==> config.mk <==
export PLATFORM = sky130hd
export DESIGN_NAME = rand_range_gen
export DESIGN_NICKNAME = d
export VERILOG_FILES = /design/src/rtl/rand_range_gen.sv
export SDC_FILE = /design/constraint.sdc
export NUM_CORES = 1
export LEC_CHECK = 0
export ABC_AREA = 1
export BUFFER_PORTS_ARGS = -buffer_cell sky130_fd_sc_hd__buf_2
export CAP_MARGIN = 0
export CORE_ASPECT_RATIO = 0.5
export CORE_MARGIN = 3
export CORE_UTILIZATION = 50
export DETAILED_ROUTE_END_ITERATION = 16
export HOLD_SLACK_MARGIN = 0.06
export PLACE_DENSITY = 0.83
export RECOVER_POWER = 25
export SLEW_MARGIN = 20
export SYNTH_ARGS = -nofsm -noshare
export SYNTH_HDL_FRONTEND = slang
export SYNTH_SLANG_ARGS = --single-unit
==> constraint.sdc <==
create_clock -name clk -period 2.3 [get_ports clk]
set_input_delay 0.115 -clock clk [delete_from_list [all_inputs] [get_ports clk]]
set_output_delay 0.115 -clock clk [all_outputs]
set_load 0.005 [all_outputs]
==> src/rtl/rand_range_gen.sv <==
// Mask-and-reject sampler: turns a free-running 16-bit LFSR word into uniform samples in [0, limit),
// buffered through a small output FIFO. Define RAND_STATS_EN to add the rej_cnt reject counter port.
module rand_range_gen #(
  parameter int DEPTH = 4
) (
  input  logic        clk,
  input  logic        resetn,
  input  logic [15:0] lfsr_in,
  input  logic        start,
  input  logic [15:0] limit,
  input  logic [15:0] count,
  output logic [15:0] out_data,
  output logic        out_valid,
  input  logic        out_ready,
  output logic        busy,
  output logic        done
`ifdef RAND_STATS_EN
  ,
  output logic [15:0] rej_cnt
`endif
);

  localparam int PTR_W = $clog2(DEPTH);
  localparam int OCC_W = PTR_W + 1;

  typedef enum logic [1:0] {IDLE, RUN, DRAIN, DONE} state_t;

  state_t           state;
  logic [15:0]      lim_q;
  logic [15:0]      mask_q;
  logic [15:0]      remaining_q;
  logic [15:0]      mem [DEPTH];
  logic [PTR_W-1:0] wr_ptr;
  logic [PTR_W-1:0] rd_ptr;
  logic [OCC_W-1:0] occ;

  logic [15:0]      cand;
  logic             full;
  logic             accept;
  logic             push;
  logic             pop;
  logic             start_ok;
  logic             drain_empty;

  // Smallest all-ones mask covering limit-1; limit 0 stands for 65536 and wraps to 0xFFFF.
  function automatic logic [15:0] range_mask(input logic [15:0] l);
    logic [15:0] m;
    m = l - 16'd1;
    m = m | (m >> 1);
    m = m | (m >> 2);
    m = m | (m >> 4);
    m = m | (m >> 8);
    return m;
  endfunction

  function automatic logic in_range(input logic [15:0] c, input logic [15:0] l);
    logic [16:0] bound;
    bound = (l == 16'd0) ? 17'h10000 : {1'b0, l};
    return ({1'b0, c} < bound);
  endfunction

  function automatic logic [15:0] sat_inc(input logic [15:0] v);
    return (v == 16'hFFFF) ? v : v + 16'd1;
  endfunction

  assign start_ok    = (state == IDLE) && start;
  assign cand        = lfsr_in & mask_q;
  assign full        = (occ == OCC_W'(DEPTH));
  assign accept      = in_range(cand, lim_q);
  assign push        = (state == RUN) && !full && accept;
  assign pop         = out_valid && out_ready;
  assign out_valid   = (occ != '0);
  assign out_data    = out_valid ? mem[rd_ptr] : 16'd0;
  // DRAIN never pushes, so the FIFO is empty next cycle when it is empty now or its last entry leaves.
  assign drain_empty = (occ == '0) || ((occ == OCC_W'(1)) && pop);

  // Sample datapath: run parameters and FIFO storage, no reset needed
  always_ff @(posedge clk) begin
    if (push) mem[wr_ptr] <= cand;
    if (start_ok) begin
      lim_q       <= limit;
      mask_q      <= range_mask(limit);
      remaining_q <= count;
    end else if (push) begin
      remaining_q <= remaining_q - 16'd1;
    end
  end

  // FIFO pointers and occupancy
  always_ff @(posedge clk) begin
    if (!resetn) begin
      wr_ptr <= '0;
      rd_ptr <= '0;
      occ    <= '0;
    end else begin
      if (push) wr_ptr <= wr_ptr + PTR_W'(1);
      if (pop)  rd_ptr <= rd_ptr + PTR_W'(1);
      case ({push, pop})
        2'b10:   occ <= occ + OCC_W'(1);
        2'b01:   occ <= occ - OCC_W'(1);
        default: occ <= occ;
      endcase
    end
  end

  // Run control FSM with registered busy/done
  always_ff @(posedge clk) begin
    if (!resetn) begin
      state <= IDLE;
      busy  <= 1'b0;
      done  <= 1'b0;
    end else begin
      case (state)
        IDLE: begin
          if (start) begin
            if (count == 16'd0) begin
              state <= DONE;
              done  <= 1'b1;
            end else begin
              state <= RUN;
              busy  <= 1'b1;
            end
          end
        end
        RUN: begin
          if (push && (remaining_q == 16'd1)) state <= DRAIN;
        end
        DRAIN: begin
          if (drain_empty) begin
            state <= DONE;
            busy  <= 1'b0;
            done  <= 1'b1;
          end
        end
        DONE: begin
          state <= IDLE;
          done  <= 1'b0;
        end
        default: begin
          state <= IDLE;
          busy  <= 1'b0;
          done  <= 1'b0;
        end
      endcase
    end
  end

`ifdef RAND_STATS_EN
  // Reject statistics: only candidates actually evaluated against a non-full FIFO count
  always_ff @(posedge clk) begin
    if (!resetn) begin
      rej_cnt <= 16'd0;
    end else if (start_ok) begin
      rej_cnt <= 16'd0;
    end else if ((state == RUN) && !full && !accept) begin
      rej_cnt <= sat_inc(rej_cnt);
    end
  end
`endif

endmodule

==> impl_metrics.ini, run 1 <==
[status]
status = finished, violations left
violations = setup timing

[sta]
slew_viol_final = 0
slew_headroom_pct = 67.2
fmax_mhz = 407
setup_violations = 83
hold_violations = 0
fin_skew_ns = 0.0112
layout_setup_ws_ns = -0.154
whs_ns = 0.0690
fin_crit_sh_pct = 107
timing.final.crit_period_ns = 2.45
worst_pin_slew_ns = 0.491

[floorplanning]
die_w_um = 165
coreArea_sq_um = 12100
initial_core_util_pct = 52.4
dieArea_sq_um = 14100
rows = 28
die_h_um = 85.6
ioPinCount = 71

[run]
drv_cap = 0

[final_layout]
area_delta_synth_final_pct = 28.2
final_cell_mix = nor2_1, edfxtp_1, nand2_1
final_nets = 873
final_common_cell = nor2_1
final_area_sq_um = 8120
diodes = 0
drive_above_1_share_pct = 21.6
fin_cells = 966

[placement]
routabilityCongestion = 0.833
dp_hpwl_um = 9900
placed_cells = 901
dpl_cell_area_sq_um = 7020
dp_slack_ns = -0.0670
portBuffers = 70

[worst_setup_path]
cp_max_fo = 3
required_ns = 2.61
setup.worst_path.start = mask_q[14]
critPathKind = reg -> reg
end_kind = flip-flop
cp_data_arrival_time_ns = 2.76
r2r_start = mask_q[14]
start_kind = flip-flop

[min_path]
hp-start = lfsr_in[2]
holdCritPathClass = in -> reg

[power]
p_comb_share_pct = 31.9
powerDensity_nw_per_um2 = 1060
p_seq_share_pct = 38.5
p_int_mw = 5.60
vdd_drop_max_mv = 0.627
leakagePower_nw = 3.35
swShare_pct = 35.3
power_frac_clock_pct = 29.6
power.net_switching_mw = 3.05

[yosys]
yosysTopAreaCell = edfxtp_1
synth_top_area_share_pct = 53.1
ys_ff_latch = 125
synth.area.top_cells = edfxtp_1, nor2_1, ha_1, nand2_1, inv_1
ys_seq_area_share_pct = 57.2
syn-num-nets = 743
synth_area_per_cell_sq_um = 9.63
synth.distinct_cells = 34
syn-instance-count = 658
synth_area_sq_um = 6330
yosysWarnings = 0

[clocking]
cts_max_level = 4
clk-insertion-delay-late_ns = 0.42
cts-buffers-inserted = 17
root_buffer = clkbuf_16
cts.clk_slew.worst_paths_ns = 0.06
ctsLongestPathBuffers = 2
cts_tree = done
cts_sinks = 125

[global_routing]
grt_start_max_net_pins = 35
grt_pass1_vias = 4978
grt_use_total_pct = 22.5
grt_pass1_wl_um = 24300
overflow = 0
antenna_found_initial = 0

[route]
drt-pass1-iter-count = 5
drc_errors = 0
wl_per_cell_um = 17.3
vias = 5212
totalWireLength_um = 16700
vias_per_cell = 5.40
final_antenna_net_count = 0
drt-initial-drc-count = 466
## synthesized netlist by cell type
library cell and number:
nor3_2 2, nor3_1 8, or2_2 1, clkbuf_1 13, edfxtp_1 112, nand2_1 89, nor3_4 1, nor4_1 2
nor2_8 1, and2_1 1, o21ai_2 2, xnor2_1 4, a21oi_1 31, xor2_1 14, a22oi_1 1, nand2_4 1
nand3b_1 2, o21ai_0 54, dfxtp_1 13, inv_2 9, a31oi_1 5, nor2_2 7, o21ai_1 1, nand3_1 25
nand3_2 2, a21o_1 1, nand4_1 8, ha_1 33, nor3b_1 1, inv_1 86, nand3b_4 1, or3_4 1
nand2_2 3, nor2_1 123
## per-layer routing
layer	vias to the layer above	part of all wire, %	global-route usage, %
met4	0	3.6	9.67
met3	62	7.5	6.37
met2	263	49	38.6
met5	-	0	0
li1	2456	-	-
met1	2431	40	26.8
## power by group through the flow
stage / clock [mW] / sequential [mW] / combinational [mW]
final: 2.56 / 3.33 / 2.76
after global routing: 2.69 / 3.37 / 3.07
after global placement: 0 / 3.32 / 2.24
after floorplan: 0 / 3.28 / 1.51
after CTS: 2.55 / 3.31 / 2.45
after detailed placement: 0 / 3.34 / 2.36
## flip-flops by register name (all words and copies together), names as in the netlist, named ones only
name,flops
mem,64
lim_q,16
mask_q,16
remaining_q,16
occ,3
rd_ptr,2
state,2
wr_ptr,2
busy,1
done,1
## stage by stage
step                      power, mW  TNS (ns)  util (%)
after floorplan                4.79    -12.17         -
after global placement         5.56         0      58.1
after detailed placement       5.69     -1.56      58.1
after CTS                      8.31   -0.0140      65.0
after global routing           9.12     -9.42      67.2
final                          8.64     -2.76      67.2
## what timing repair did
action                     4_1_cts  5_1_grt
hold endpoints to repair        32        0
pin swaps                        2       13
gates cloned                     0        2
gates resized for setup          5       46
setup buffers                    0        5
hold buffers                    26        0
setup endpoints to repair       67       89
## worst paths after layout
path,to,cells past startpoint,slack (ns)
setup / recovery,occ[2],13,-0.15
hold / removal,mem[2][2],3,0.07
setup reg to reg,occ[2],13,-0.15
hold reg to reg,busy,2,0.47
## logic make-up (layout without fill, tap and decap cells)
logic type	count (synthesis)	count (layout)	synth area share, %
buffers and inverters	108	251	6.40
AOI/OAI and AO/OA	95	95	7.80
and+or+nand+nor	279	279	19.6
adders and majority gates	33	33	6.52
xor gates and xnor gates	18	18	2.49
DFF	125	125	57.2
## layout make-up
cell class	count	area [sq um]
fill	820	3970
sequential	125	3620
multi-input combinational	425	2490
timing repair buffer	124	875
clock buffer	17	425
inverter	95	364
tap	165	206
clock inverter	15	136
## worst max-delay path, cell delays in order (launching register included)
cell and delay (ns):
edfxtp_1 0.39, nand2_1 0.13, inv_1 0.09, ha_1 0.34
a21o_1 0.20, nand3_1 0.07, nand3_1 0.09, nor2_2 0.19
nand2_4 0.10, ha_4 0.23, nor2_1 0.15, o21ai_1 0.13
o21ai_1 0.16, a21oi_1 0.06
Note: power is estimated with default switching activity, not from simulation.
==> run 2: changes to the inputs <==
- clock period: 2.3 -> 2.04 ns (I/O delays scaled with it)
==> run 2 against run 1 <==
Net effect:
- the run still ends with setup timing left
- critical endpoint unchanged
- worst hold slack worse by 0.0016 ns
- non-clock buffer count up 27
- via count up 7.9%
- critical path depth up 2
- wire length up 14%
- maximum frequency up 3.6%
- critical path type unchanged
- core utilization up 3.4 points
- sequential share of layout area down 2.1 points
- final cell count up 2.9%
==> impl_metrics.ini, run 2 (synthesis results as in run 1) <==
[final_layout]
final_cell_mix = edfxtp_1, nor2_1, inv_1
fin_cells = 994
diodes = 0
regMostFlops = mem
drive_above_1_share_pct = 27.7
largest_reg_flops = 64
area_delta_synth_final_pct = 34.6
nFillCells = 739
final_core_util_pct = 70.5
final_nets = 901
final_common_cell = edfxtp_1
final_area_sq_um = 8530

[worst_setup_path]
end_kind = flip-flop
cp_data_arrival_time_ns = 2.68
start_kind = flip-flop
required_ns = 2.35
cp_max_fo = 2
setup.worst_path.start = lim_q[2]
r2r_cells = 15
critPathKind = reg -> reg
rrSetupSlack_ns = -0.33
r2r_start = lim_q[2]
timing.rr.end = occ[2]

[global_routing]
antenna_found_initial = 0
overflow = 0
grt_pass1_vias = 5314
grt_use_total_pct = 23.5
grt_start_max_net_pins = 33
grt_pass1_wl_um = 25500

[route]
vias = 5623
drc_errors = 0
final_antenna_net_count = 0
vias_per_cell = 5.66
route.met3.wl_um = 1910
drt-pass1-iter-count = 5
routedLengthMet1_um = 6950
dr_wl_met2_um = 9140
totalWireLength_um = 19100
routed.top_layer = met4
drt-initial-drc-count = 555
wl_per_cell_um = 19.2

[sta]
worst_pin_slew_ns = 0.536
slew_headroom_pct = 64.2
hold_violations = 0
layout_setup_ws_ns = -0.328
fin_setup_tns_ns = -23.00
setup_violations = 89
fin_crit_sh_pct = 116
whs_ns = 0.0674
fin_skew_ns = 0.0112
timing.final.crit_period_ns = 2.37
rsz0062_at_grt = yes
slew_viol_final = 0
fmax_mhz = 422

[power]
power_frac_clock_pct = 28.9
p_seq_share_pct = 36.7
finalPower_mw = 10.4
p_int_mw = 6.47
p_comb_share_pct = 34.4
power.net_switching_mw = 3.89
powerDensity_nw_per_um2 = 1220
vdd_drop_max_mv = 0.702
swShare_pct = 37.5
leakagePower_nw = 3.48

[clocking]
ctsLongestPathBuffers = 2
cts_tree = done
clk-insertion-delay-late_ns = 0.43
cts-buffers-inserted = 17
cts.clk_slew.worst_paths_ns = 0.07
root_buffer = clkbuf_16
cts_sinks = 125
cts_max_level = 4

[run]
drv_cap = 0

[min_path]
hp-start = count[4]
min_path_cells = 3
min_to = remaining_q[4]
holdCritPathClass = in -> reg

[floorplanning]
die_h_um = 85.6
ioPinCount = 71
rows = 28
initial_core_util_pct = 52.4
dieArea_sq_um = 14100
die_w_um = 165
coreArea_sq_um = 12100

[placement]
dpl_cell_area_sq_um = 7170
dp_hpwl_um = 9930
routabilityCongestion = 0.858
placed_cells = 917
dp_slack_ns = -0.270
portBuffers = 70

[status]
violations = setup timing
status = finished, violations left
## run 2: cell count changes in the layout (fill, tap and decap cells not counted), moves of 5 or more
cell	change
buf_4	+15
nand2_1	-11
nand2_2	+10
nor2_1	-10
clkbuf_1	+7
nor2_4	+6
nor2_2	+5
o21ai_0	-5
## run 2: worst max-delay path: stages (launching register included)
cell and delay (ns):
edfxtp_1 0.47, inv_2 0.11, ha_4 0.21, nand2_1 0.07, inv_1 0.06, nor2_2 0.16, o21ai_1 0.09, nand2_1 0.07
nand3_1 0.10, nand2_2 0.13, nand2_4 0.08, ha_4 0.23, nor2_2 0.14, o21ai_2 0.09, o21ai_1 0.15, a21oi_1 0.08
## run 2: worst max-delay path by stage
stage            endpoint  cells past startpoint
2_1_floorplan   mem[1][0]                     10
3_3_place_gp   mem[1][13]                     12
3_5_place_dp   mem[3][12]                     12
4_1_cts         mem[3][1]                     12
5_1_grt            occ[2]                     15
6_report           occ[2]                     15
## run 2: per-layer routing
metal  track usage, %  vias to the layer above
met4             12.7                        0
met3             6.51                      117
li1                 -                     2513
met2             40.2                      400
met5                0                        -
met1             27.1                     2593
## run 2: cell type report
class	instances	area, sq um	area share [%]
tap	165	206	2.42
inverter	95	360	4.23
clock buffer	17	425	4.99
multi-input combinational	426	2680	31.4
timing repair buffer	151	1090	12.8
clock inverter	15	145	1.70
sequential	125	3620	42.5
## run 2: what timing repair did
item                       CTS  global route
hold buffers                28             0
pin swaps                   12            40
buffers inserted             5             9
gates resized for setup     30            74
hold endpoints to repair    36             0
cloned                       1             2
setup endpoints to repair  106           131
## run 2: power groups by stage
| stage | registers (mW) | logic (mW) | clock network (mW) |
|---|---|---|---|
| 4_1_cts | 3.73 | 2.92 | 2.96 |
| 2_1_floorplan | 3.70 | 1.72 | 0 |
| 3_5_place_dp | 3.77 | 2.71 | 0 |
| 5_1_grt | 3.83 | 3.85 | 3.11 |
| 6_report | 3.80 | 3.57 | 3.00 |
| 3_3_place_gp | 3.74 | 2.60 | 0 |
==> run 3: changes to the inputs <==
- PLACE_DENSITY: 0.83 -> 0.8
- clock period: 2.04 -> 2.5 ns (I/O delays scaled with it)
==> run 3 against run 2 <==
Net effect:
- the flow now finishes without violations
- total power is 24% lower
- register-to-register slack improved by 0.44 ns
- sequential cell count unchanged
- critical endpoint is now mem[2][2]
==> impl_metrics.ini, run 3 (synthesis results as in run 1) <==
[worst_setup_path]
critPathKind = reg -> reg
start_kind = flip-flop
end_kind = flip-flop
cp_data_arrival_time_ns = 2.52
required_ns = 2.63
cp_max_fo = 9

[sta]
hold_violations = 0
fin_skew_ns = 0.0110
layout_setup_ws_ns = 0.113
setup_violations = 0
worst_pin_slew_ns = 0.835
rsz0062_at_grt = no
fin_setup_tns_ns = 0
slew_viol_final = 0
slew_headroom_pct = 44.3
fin_crit_sh_pct = 95.5
fmax_mhz = 419
timing.final.crit_period_ns = 2.39

[global_routing]
grt_start_max_net_pins = 43
overflow = 0
grt_pass1_wl_um = 22900
grt_pass1_vias = 4809
grt_use_total_pct = 21.3
antenna_found_initial = 0

[final_layout]
final_common_cell = nor2_1
largest_reg_flops = 64
drive_above_1_share_pct = 17.8
final_nets = 860
area_delta_synth_final_pct = 25.0
final_cell_mix = nor2_1, edfxtp_1, nand2_1
diodes = 0
regMostFlops = mem

[floorplanning]
initial_core_util_pct = 52.4
ioPinCount = 71
coreArea_sq_um = 12100
die_h_um = 85.6
rows = 28
dieArea_sq_um = 14100
die_w_um = 165

[clocking]
cts.clk_slew.worst_paths_ns = 0.06
cts_tree = done
cts-buffers-inserted = 17
cts_sinks = 125
ctsLongestPathBuffers = 2
root_buffer = clkbuf_16
clk-insertion-delay-late_ns = 0.42
cts_max_level = 4

[run]
drv_cap = 0

[placement]
portBuffers = 70
routabilityCongestion = 0.841
dp_hpwl_um = 9310
dp_slack_ns = 0.154

[power]
leakagePower_nw = 3.30
powerDensity_nw_per_um2 = 995
vdd_drop_max_mv = 0.705

[route]
vias = 4938
drt-pass1-iter-count = 5
vias_per_cell = 5.18
drt-initial-drc-count = 343
final_antenna_net_count = 0
drc_errors = 0
wl_per_cell_um = 15.7
totalWireLength_um = 15000

[min_path]
holdCritPathClass = in -> reg

[status]
status = finished clean
## run 3: cell type report
type / count / area [sq um]
sequential: 125 / 3620
tap: 165 / 206
multi-input combinational: 425 / 2350
fill: 882 / 4170
clock buffer: 17 / 425
timing repair buffer: 111 / 782
inverter: 95 / 357
clock inverter: 15 / 173
## run 3: worst max-delay path: stages (launching register included)
cell and delay, ns:
edfxtp_1 0.38, nand2_1 0.08, inv_1 0.08, ha_1 0.32, a21oi_1 0.15, o21ai_0 0.11, nor2_1 0.16, nor2_1 0.08
nor2_2 0.12, nand2_2 0.10, buf_6 0.16, nor2_4 0.18, clkbuf_16 0.19
## run 3: final timing paths
check                   end        from  slack (ns)  cells past startpoint
max               mem[2][2]  mask_q[10]        0.11                     12
min          remaining_q[0]    count[0]        0.06                      3
max reg2reg       mem[2][2]  mask_q[10]        0.11                     12
min reg2reg            busy        busy        0.47                      2
## run 3: where the power goes
part / switching (mW) / leakage (nW) / internal (mW)
logic: 1.45 / 1.91 / 0.858
clock network: 1.03 / 0.289 / 1.50
registers: 0.233 / 1.10 / 2.82
## run 3: stage by stage
stage          utilization (%)  hold WS, ns  instance area (sq um)  cells  power [mW]
2_1_floorplan                -        0.224                   6330    658        4.41
3_3_place_gp              57.6        0.329                   6960    891        5.09
3_5_place_dp              57.6        0.321                   6960    891        5.18
4_1_cts                   64.6       0.0611                   7810    948        7.72
5_1_grt                   65.5       0.0726                   7920    953        8.31
6_report                  65.5       0.0631                   7920    953        7.88
## run 3: layer usage
layer / vias up / share of wire [%] / GRT usage (%)
met5: - / 0 / 0
met4: 0 / 2.0 / 9.06
met3: 28 / 6.7 / 5.40
met2: 170 / 49 / 36.5
met1: 2299 / 42 / 25.8
li1: 2441 / - / -
## run 3: timing repair
item	CTS	global route
setup buffers	0	1
hold buffers	25	0
gates resized for setup	0	25
endpoints found under the hold margin	33	0
setup endpoints to repair	0	75
